**config.mk**
```make
export PLATFORM = sky130hd
export DESIGN_NAME = result_check
export DESIGN_NICKNAME = d
export VERILOG_FILES = /design/src/rtl/result_check.sv
export SDC_FILE = /design/constraint.sdc
export NUM_CORES = 1
export LEC_CHECK = 0
export ABC_AREA = 1
export ABC_CLOCK_PERIOD_IN_PS = 5550
export BUFFER_PORTS_ARGS = -buffer_cell sky130_fd_sc_hd__buf_2
export CORE_UTILIZATION = 55
export CTS_BUF_LIST = sky130_fd_sc_hd__clkbuf_2
export DETAILED_ROUTE_END_ITERATION = 8
export GPL_TIMING_DRIVEN = 0
export PLACE_DENSITY = 0.8
export SKIP_CTS_REPAIR_TIMING = 1
export SYNTH_ARGS = -nofsm -noshare
export SYNTH_HDL_FRONTEND = slang
export SYNTH_SLANG_ARGS = --single-unit
```
**constraint.sdc**
```tcl
create_clock -name clock -period 5.55 [get_ports clock]
set_input_delay 0.8325 -clock clock [delete_from_list [all_inputs] [get_ports clock]]
set_output_delay 0.8325 -clock clock [all_outputs]
set_load 0.01 [all_outputs]
```
**src/rtl/result_check.sv**
```systemverilog
// Result checker: pops one expected record and one captured DUT vector, compares them under the
// bitmask and don't-care bits, and writes a two-word result record. Option macro: CHECK_STOP_ON_FAIL_EN.
module result_check #(
    parameter int ADDR_WIDTH = 20,
    parameter int DATA_WIDTH = 16,
    parameter int BE_WIDTH   = 2,
    parameter int STF_WIDTH  = 24,
    parameter int RTF_WIDTH  = 24,
    parameter int CHF_WIDTH  = 68,
    parameter int SCC_WIDTH  = 5,
    parameter int SCD_WIDTH  = 24,
    parameter int CNT_WIDTH  = 16,
    parameter logic [ADDR_WIDTH-1:0] RES_BASE = 20'h80000
) (
    input  logic                  clock,
    input  logic                  reset_n,
    input  logic                  clear,
    input  logic [CHF_WIDTH-1:0]  cfifo_q,
    output logic                  cfifo_rdreq,
    input  logic                  cfifo_rdempty,
    input  logic [RTF_WIDTH-1:0]  rfifo_q,
    output logic                  rfifo_rdreq,
    input  logic                  rfifo_rdempty,
    input  logic [SCC_WIDTH-1:0]  sc_cmd,
    input  logic [SCD_WIDTH-1:0]  sc_data,
    output logic                  sc_ready,
    output logic [ADDR_WIDTH-1:0] mem_address,
    output logic [BE_WIDTH-1:0]   mem_byteenable,
    output logic                  mem_write,
    output logic [DATA_WIDTH-1:0] mem_writedata,
    input  logic                  mem_waitrequest,
    output logic [CNT_WIDTH-1:0]  pass_count,
    output logic [CNT_WIDTH-1:0]  fail_count,
    output logic                  halted,
    output logic                  done
);

    // state   | meaning
    // IDLE    | waiting for both FIFOs non-empty; pops both heads on entry to COMPARE
    // COMPARE | evaluate mismatch, bump counters, stage word 0
    // WR0     | result word 0 on the bus until accepted
    // WR1     | result word 1 on the bus until accepted, then advance record index
    // WRH0    | failing rec_addr high word at RES_BASE-2 (stop-on-fail build)
    // WRH1    | failing rec_addr low word at RES_BASE-1 (stop-on-fail build)
    // HALT    | stopped on failure until clear (stop-on-fail build)
    typedef enum logic [2:0] {
        IDLE,
        COMPARE,
        WR0,
        WR1
`ifdef CHECK_STOP_ON_FAIL_EN
        , WRH0,
        WRH1,
        HALT
`endif
    } state_t;

    state_t                state;
    logic [RTF_WIDTH-1:0]  act_r;
    logic [RTF_WIDTH-1:0]  dc_r;
    logic [STF_WIDTH-1:0]  exp_r;
    logic [STF_WIDTH-1:0]  bitmask;
    logic [ADDR_WIDTH-1:0] rec_r;
    logic [ADDR_WIDTH-2:0] idx;
    logic                  fail_r;
    logic                  skip_inc;
    logic                  pop;
    logic                  mism_any;

    assign pop            = (state == IDLE) && !cfifo_rdempty && !rfifo_rdempty;
    assign cfifo_rdreq    = pop;
    assign rfifo_rdreq    = pop;
    assign sc_ready       = (state == IDLE);
    assign done           = (state == IDLE) && cfifo_rdempty && rfifo_rdempty;
    assign mem_byteenable = '1;
    assign mism_any       = |((act_r ^ exp_r) & bitmask & ~dc_r);

`ifdef CHECK_STOP_ON_FAIL_EN
    logic        halted_r;
    logic [23:0] rec_word;
    assign rec_word = {4'b0, rec_r};
    assign halted   = halted_r;
`else
    logic unused_rec;
    assign unused_rec = ^rec_r;
    assign halted     = 1'b0;
`endif

    always_ff @(posedge clock or negedge reset_n) begin
        if (!reset_n) begin
            state         <= IDLE;
            bitmask       <= '1;
            act_r         <= '0;
            dc_r          <= '0;
            exp_r         <= '0;
            rec_r         <= '0;
            idx           <= '0;
            fail_r        <= 1'b0;
            skip_inc      <= 1'b0;
            pass_count    <= '0;
            fail_count    <= '0;
            mem_write     <= 1'b0;
            mem_address   <= '0;
            mem_writedata <= '0;
`ifdef CHECK_STOP_ON_FAIL_EN
            halted_r      <= 1'b0;
`endif
        end else begin
            if (sc_cmd == SCC_WIDTH'(1))
                bitmask <= sc_data[STF_WIDTH-1:0];

            case (state)
                IDLE: begin
                    skip_inc <= 1'b0;
                    if (pop) begin
                        {dc_r, exp_r, rec_r} <= cfifo_q;
                        act_r                <= rfifo_q;
                        state                <= COMPARE;
                    end
                end
                COMPARE: begin
                    fail_r <= mism_any;
                    if (mism_any) begin
                        if (fail_count != '1) fail_count <= fail_count + CNT_WIDTH'(1);
                    end else begin
                        if (pass_count != '1) pass_count <= pass_count + CNT_WIDTH'(1);
                    end
                    mem_address   <= RES_BASE + {idx, 1'b0};
                    mem_writedata <= act_r[23:8];
                    mem_write     <= 1'b1;
                    state         <= WR0;
                end
                WR0: begin
                    if (!mem_waitrequest) begin
                        mem_address   <= mem_address + ADDR_WIDTH'(1);
                        mem_writedata <= {act_r[7:0], 7'b0, fail_r};
                        state         <= WR1;
                    end
                end
                WR1: begin
                    if (!mem_waitrequest) begin
                        // a clear seen during this write already reset idx; keep it at 0
                        if (!clear && !skip_inc) idx <= idx + (ADDR_WIDTH-1)'(1);
`ifdef CHECK_STOP_ON_FAIL_EN
                        if (fail_r) begin
                            mem_address   <= RES_BASE - ADDR_WIDTH'(2);
                            mem_writedata <= rec_word[23:8];
                            state         <= WRH0;
                        end else begin
                            mem_write <= 1'b0;
                            state     <= IDLE;
                        end
`else
                        mem_write <= 1'b0;
                        state     <= IDLE;
`endif
                    end
                end
`ifdef CHECK_STOP_ON_FAIL_EN
                WRH0: begin
                    if (!mem_waitrequest) begin
                        mem_address   <= mem_address + ADDR_WIDTH'(1);
                        mem_writedata <= {rec_word[7:0], 8'b0};
                        state         <= WRH1;
                    end
                end
                WRH1: begin
                    if (!mem_waitrequest) begin
                        mem_write <= 1'b0;
                        halted_r  <= 1'b1;
                        state     <= HALT;
                    end
                end
                HALT: begin
                    if (clear) state <= IDLE;
                end
`endif
                default: state <= IDLE;
            endcase

            if (clear) begin
                pass_count <= '0;
                fail_count <= '0;
                idx        <= '0;
`ifdef CHECK_STOP_ON_FAIL_EN
                halted_r   <= 1'b0;
`endif
                if (state != IDLE) skip_inc <= 1'b1;
            end
        end
    end

endmodule

```
After elaboration in Yosys (flattened, before gate mapping)
Cells that the tools add are included.
Cells by class
  bitwise operators: 4
  multiplexer cells: 25
  add/subtract/negate cells: 5
  equality and inequality tests: 11
  reductions and logical operators: 27
Operator list (count)
  2-to-1 mux 16 bit: 9
  2-to-1 mux 19 bit: 4
  bitwise AND 24 bit: 2
  case mux 20 bit (2 select lines): 1
  adder 16 x 1 -> 16 bit (second input constant): 2
  inequality test 16 bit (second input constant): 2
  case mux 16 bit (2 select lines): 1
  NOT 24 bit: 1
  OR reduction 24 bit: 1
  XOR 24 bit: 1
  adder 20 x 1 -> 20 bit (second input constant): 1
  adder 20 bit (first input constant): 1
  2-to-1 mux 20 bit: 1
  adder 19 x 1 -> 19 bit (second input constant): 1
  nonzero test 2 bit: 8
  case mux 3 bit (4 select lines): 1
  AND reduction 3 bit: 4
  inequality test 2 bit (second input constant): 5
  2-to-1 mux 3 bit: 3
  equality test 3 x 2 -> 1 bit (second input constant): 2
  AND reduction 2 bit: 3
  equality test 5 x 1 -> 1 bit (second input constant): 1
  logical AND 1 bit: 5
  logical NOT 1 bit: 4
  5 further kinds: 8
Word-level totals
  register bits after elaboration: 189
  word-level logic and storage cells: 85
  input port bits: 127
  output and inout port bits: 76

Longest topological paths before layout
  depth in word-level cells: 7
  depth in mapped cells: 12
  gate-level depth less buffers: 11

Worst setup path before layout
OpenSTA, ideal clock, no wires.
  path type: in2out
  start point: input cfifo_rdempty
  end point: output rfifo_rdreq
  required time: 4.718 ns
  stages on the path: 4
  data arrival time: 1.764 ns
  buffers on the path: 3
  setup slack: 2.954 ns
  path through: nor3_2 buf_2 buf_2 buf_4
On the way
  word-level cells in the longest chain between the ends: 3
Ends and longest elaborated chain
  start, declared: line 20  | input logic cfifo_rdempty,
  logical NOT 1 bit: line 70  | assign pop = (state == IDLE) && !cfifo_rdempty && !rfifo_rdempty;
  logical AND 1 bit (2 in a row): line 70
  end, declared: line 22  | output logic rfifo_rdreq,
Every way passes these cells.

Worst setup path after layout
  start point: register state[0]
  end point: output rfifo_rdreq
On the way
  word-level cells in the longest chain between the ends: 3
Ends and longest elaborated chain
  start, declared: line 58  | state_t state;
  start signal, assigned: line 91  | state <= IDLE;
  start signal, assigned: line 118  | state <= COMPARE;
  start signal, assigned: line 131  | state <= WR0;
  logical NOT 3 bit: line 70
  logical AND 1 bit (2 in a row): line 70
Every way passes these cells.

==> reports/summary.md <==
Worst setup path
- minimum setup slack among reg-to-reg paths: 3.27 ns
- Critical R2R Launch: state[0]
- largest fanout on the critical path: 11
- source of the critical timing path: state[0]
- Worst setup endpoint: rfifo_rdreq
- worst reg2reg endpoint: exp_r[5]
- category of the worst setup path capture point: primary output
- CP required: 4.72 ns
- critical path data arrival time: 3.07 ns
- number of cells on the worst reg-to-reg path: 8
- CP Launch Type: flop
- path type of the worst setup path: flop to primary output

Pwr
- leakage dissipation: 5.62 nW
- peak ir drop on the vdd network: 0.218 mV
- P per Cell Area: 414 nW/um^2

Drt
- DRC violation count after routing: 0
- first drt pass iteration count: 6
- post-route antenna net violation count: 0
- Iteration-0 DRC Markers: 754
- detail-routed net length per standard cell: 14.9 um
- routed wire length: 25,100 um
- via count normalized by instance count: 5.31
- via count: 8,969

Cells and area
- Layout Area Growth over Synthesis: 15.3%
- Layout Cells excl Fill: 1,688
- Net count, final: 1,585
- register area: 4730 um^2
- area taken by multi-input logic gates: 4140 um^2
- filler cell count: 1,479
- share of post-route cells with drive strength above 1: 20.0%

CTS
- buffers from clock root to sink, at most: 2
- Worst-Skew Late Latency: 0.81 ns
- clock buffer count from CTS: 17
- TritonCTS clock tree: done
- H-tree Lvls: 4
- clock transition at the register clock pins on the worst setup and hold paths after CTS: 0.31 ns
- clock root buffer master: sky130_fd_sc_hd__clkbuf_2
- number of sinks driven by the clock tree: 188

Logic synthesis
- most frequent cells after synthesis: 363 x sky130_fd_sc_hd__nand2_1, 164 x sky130_fd_sc_hd__dfrtp_1, 137 x sky130_fd_sc_hd__inv_1
- synthesized cell area: 9660 um^2
- adder-cell share of the synthesized area: 1.17%
- combinational family with the most area after synthesis: simple AND/OR/NAND/NOR gates
- number of enable flip-flop cells after synthesis: 0
- number of register bits inferred by synthesis: 188
- count of different cell masters after synthesis: 47
- cell with the most instances after synthesis: sky130_fd_sc_hd__nand2_1
- top cells by area, synth: sky130_fd_sc_hd__dfrtp_1 42%, sky130_fd_sc_hd__nand2_1 14%, sky130_fd_sc_hd__dfstp_2 6.5%
- synthesized-area fraction occupied by ao, oa, aoi and oai cells: 9.74%
- fraction of the yosys area taken by sequential cells: 49.0%
- count of mapped cells out of synthesis: 1,249
- Yosys warning count: 0
- basic-gate share of the synthesized area counting and, or, nand and nor cells: 29.3%
- xor and xnor area share after synthesis: 2.18%
- share of the synthesized area in the top cell type: 42.5%
- dominant synthesized flop cell: sky130_fd_sc_hd__dfrtp_1
- multiplexer area fraction after synthesis: 0.350%
- average size of a mapped cell: 7.73 um^2
- post-synth top area cell: sky130_fd_sc_hd__dfrtp_1
- share of synthesized flip-flops with an asynchronous set or reset: 100%

Die
- area of the die: 18,100 um^2
- die span in x: 135 um
- area of the core region: 17,200 um^2
- height of the die: 135 um
- I/O Pins: 203
- site row count: 48
- initial standard-cell utilization of the core: 56.0%

Worst hold path
- Tightest Hold Check Type: primary input to flop

Timing
- Final Slew Violations: 0
- final clock period utilization by the worst path: 70.4%
- headroom to the max-slew limit: 57.0%
- maximum operating frequency: 256 MHz
- largest clock skew in the final design: 0.0426 ns
- min Tclk post-route: 3.91 ns
- slew at the pin closest to its max-slew limit: 0.645 ns
- Hold Slack: 0.185 ns
- Setup Total Neg Slack: 0 ns
- Hold Violations, Final: 0
- total of endpoints with negative setup slack in the final report: 0
- unrepaired setup endpoints after global routing: no

Placement
- Placed Cells: 1,654
- gp weighted congestion: 0.908
- number of port buffers: 178
- dpl hpwl: 18,900 um

Global routing
- GRT Resource Usage Total: 29.5%
- wire length of the first global-routing pass: 41,500 um
- pin count of the biggest net entering global routing: 130
- remaining global-route overflow: 0
- number of antenna violations at the first check in global routing: 1
- number of global-route vias before repair: 8,634

Flow run
- number of max-cap violations: 0

Status
- outcome: finished, final reports clean

[worst max-delay path, stage by stage (launching register included)]
cell and delay, ns:
sky130_fd_sc_hd__dfrtp_1 0.47, sky130_fd_sc_hd__inv_1 0.13, sky130_fd_sc_hd__ha_1 0.23, sky130_fd_sc_hd__inv_1 0.09
sky130_fd_sc_hd__nor3_2 0.48, sky130_fd_sc_hd__buf_2 0.35, sky130_fd_sc_hd__buf_2 0.27, sky130_fd_sc_hd__buf_4 0.14
sky130_fd_sc_hd__buf_2 0.11
[per-layer routing]
layer | vias up | wire length (um) | global-route usage [%]
met2 | 344 | 12100 | 48.9
met3 | 43 | 1690 | 6.68
met1 | 4172 | 10800 | 38.4
met4 | 0 | 549 | 9.49
met5 | - | 0 | 0
li1 | 4410 | - | -
[flip-flops by register name, summed over array words and instances (netlist names)]
register,flops
act_r,24
bitmask,24
dc_r,24
exp_r,24
fail_count,16
fail_r,1
idx,19
mem_address,20
mem_write,1
mem_writedata,16
pass_count,16
skip_inc,1
state,2
[logic make-up (layout without fill, tap and decap cells)]
kind of cell | Yosys count | in the layout
simple gates | 652 | 652
buf+inv | 194 | 406
flops | 188 | 188
compound gates | 177 | 177
xor+xnor | 24 | 24
fa+ha+maj | 9 | 9
mux | 3 | 3
other cells | 2 | 4
[metrics by stage]
stage	setup WS [ns]	total power, mW	area (um^2)	utilization, %
after floorplan	2.95	3.25	9660	-
after global placement	0.641	3.81	10800	62.9
after detailed placement	2.37	3.89	10900	63.1
after CTS	1.59	4.61	11100	64.6
after global routing	1.35	4.96	11100	64.6
final	1.64	4.61	11100	64.6
[area by class of cell]
| class | instances | share of cell area, % |
|---|---|---|
| clock inverters | 14 | 1.48 |
| repair buffers | 180 | 8.42 |
| diodes | 1 | 0.0225 |
| well taps | 225 | 2.53 |
| clock buffers | 18 | 0.809 |
| multi-input cells | 868 | 37.1 |
| plain buffers | 51 | 2.29 |
| flip-flops and latches | 188 | 42.5 |
| inverters | 143 | 4.82 |
[where the power goes]
group          switching (mW)  leakage (nW)  internal [mW]
logic                    1.12          3.13          0.612
clock network           0.532         0.154          0.195
registers               0.318          2.34           1.83
[placed cells by master (no fill, tap or decap), types with 21 or more instances in the layout]
master	Yosys	layout
sky130_fd_sc_hd__a21oi_1	55	55
sky130_fd_sc_hd__buf_2	15	192
sky130_fd_sc_hd__clkbuf_1	27	27
sky130_fd_sc_hd__dfrtp_1	164	164
sky130_fd_sc_hd__dfstp_2	24	24
sky130_fd_sc_hd__inv_1	137	137
sky130_fd_sc_hd__nand2_1	363	363
sky130_fd_sc_hd__nand3_1	85	85
sky130_fd_sc_hd__nand4_1	28	28
sky130_fd_sc_hd__nor2_1	120	120
sky130_fd_sc_hd__nor3_1	21	21
sky130_fd_sc_hd__o21ai_0	92	92
[worst min path at each step]
stage	depth (start not counted)	to	from	slack, ns
finish	3	dc_r[8]	cfifo_q[52]	0.19
CTS	1	idx[16]	reset_n	-0.13
floorplan	2	dc_r[0]	dc_r[0]	0.44
global route	3	dc_r[11]	cfifo_q[55]	0.08
global placement	2	dc_r[8]	dc_r[8]	0.46
detailed placement	2	dc_r[15]	dc_r[15]	0.46
No activity file was read; power rests on OpenSTA's default activity.
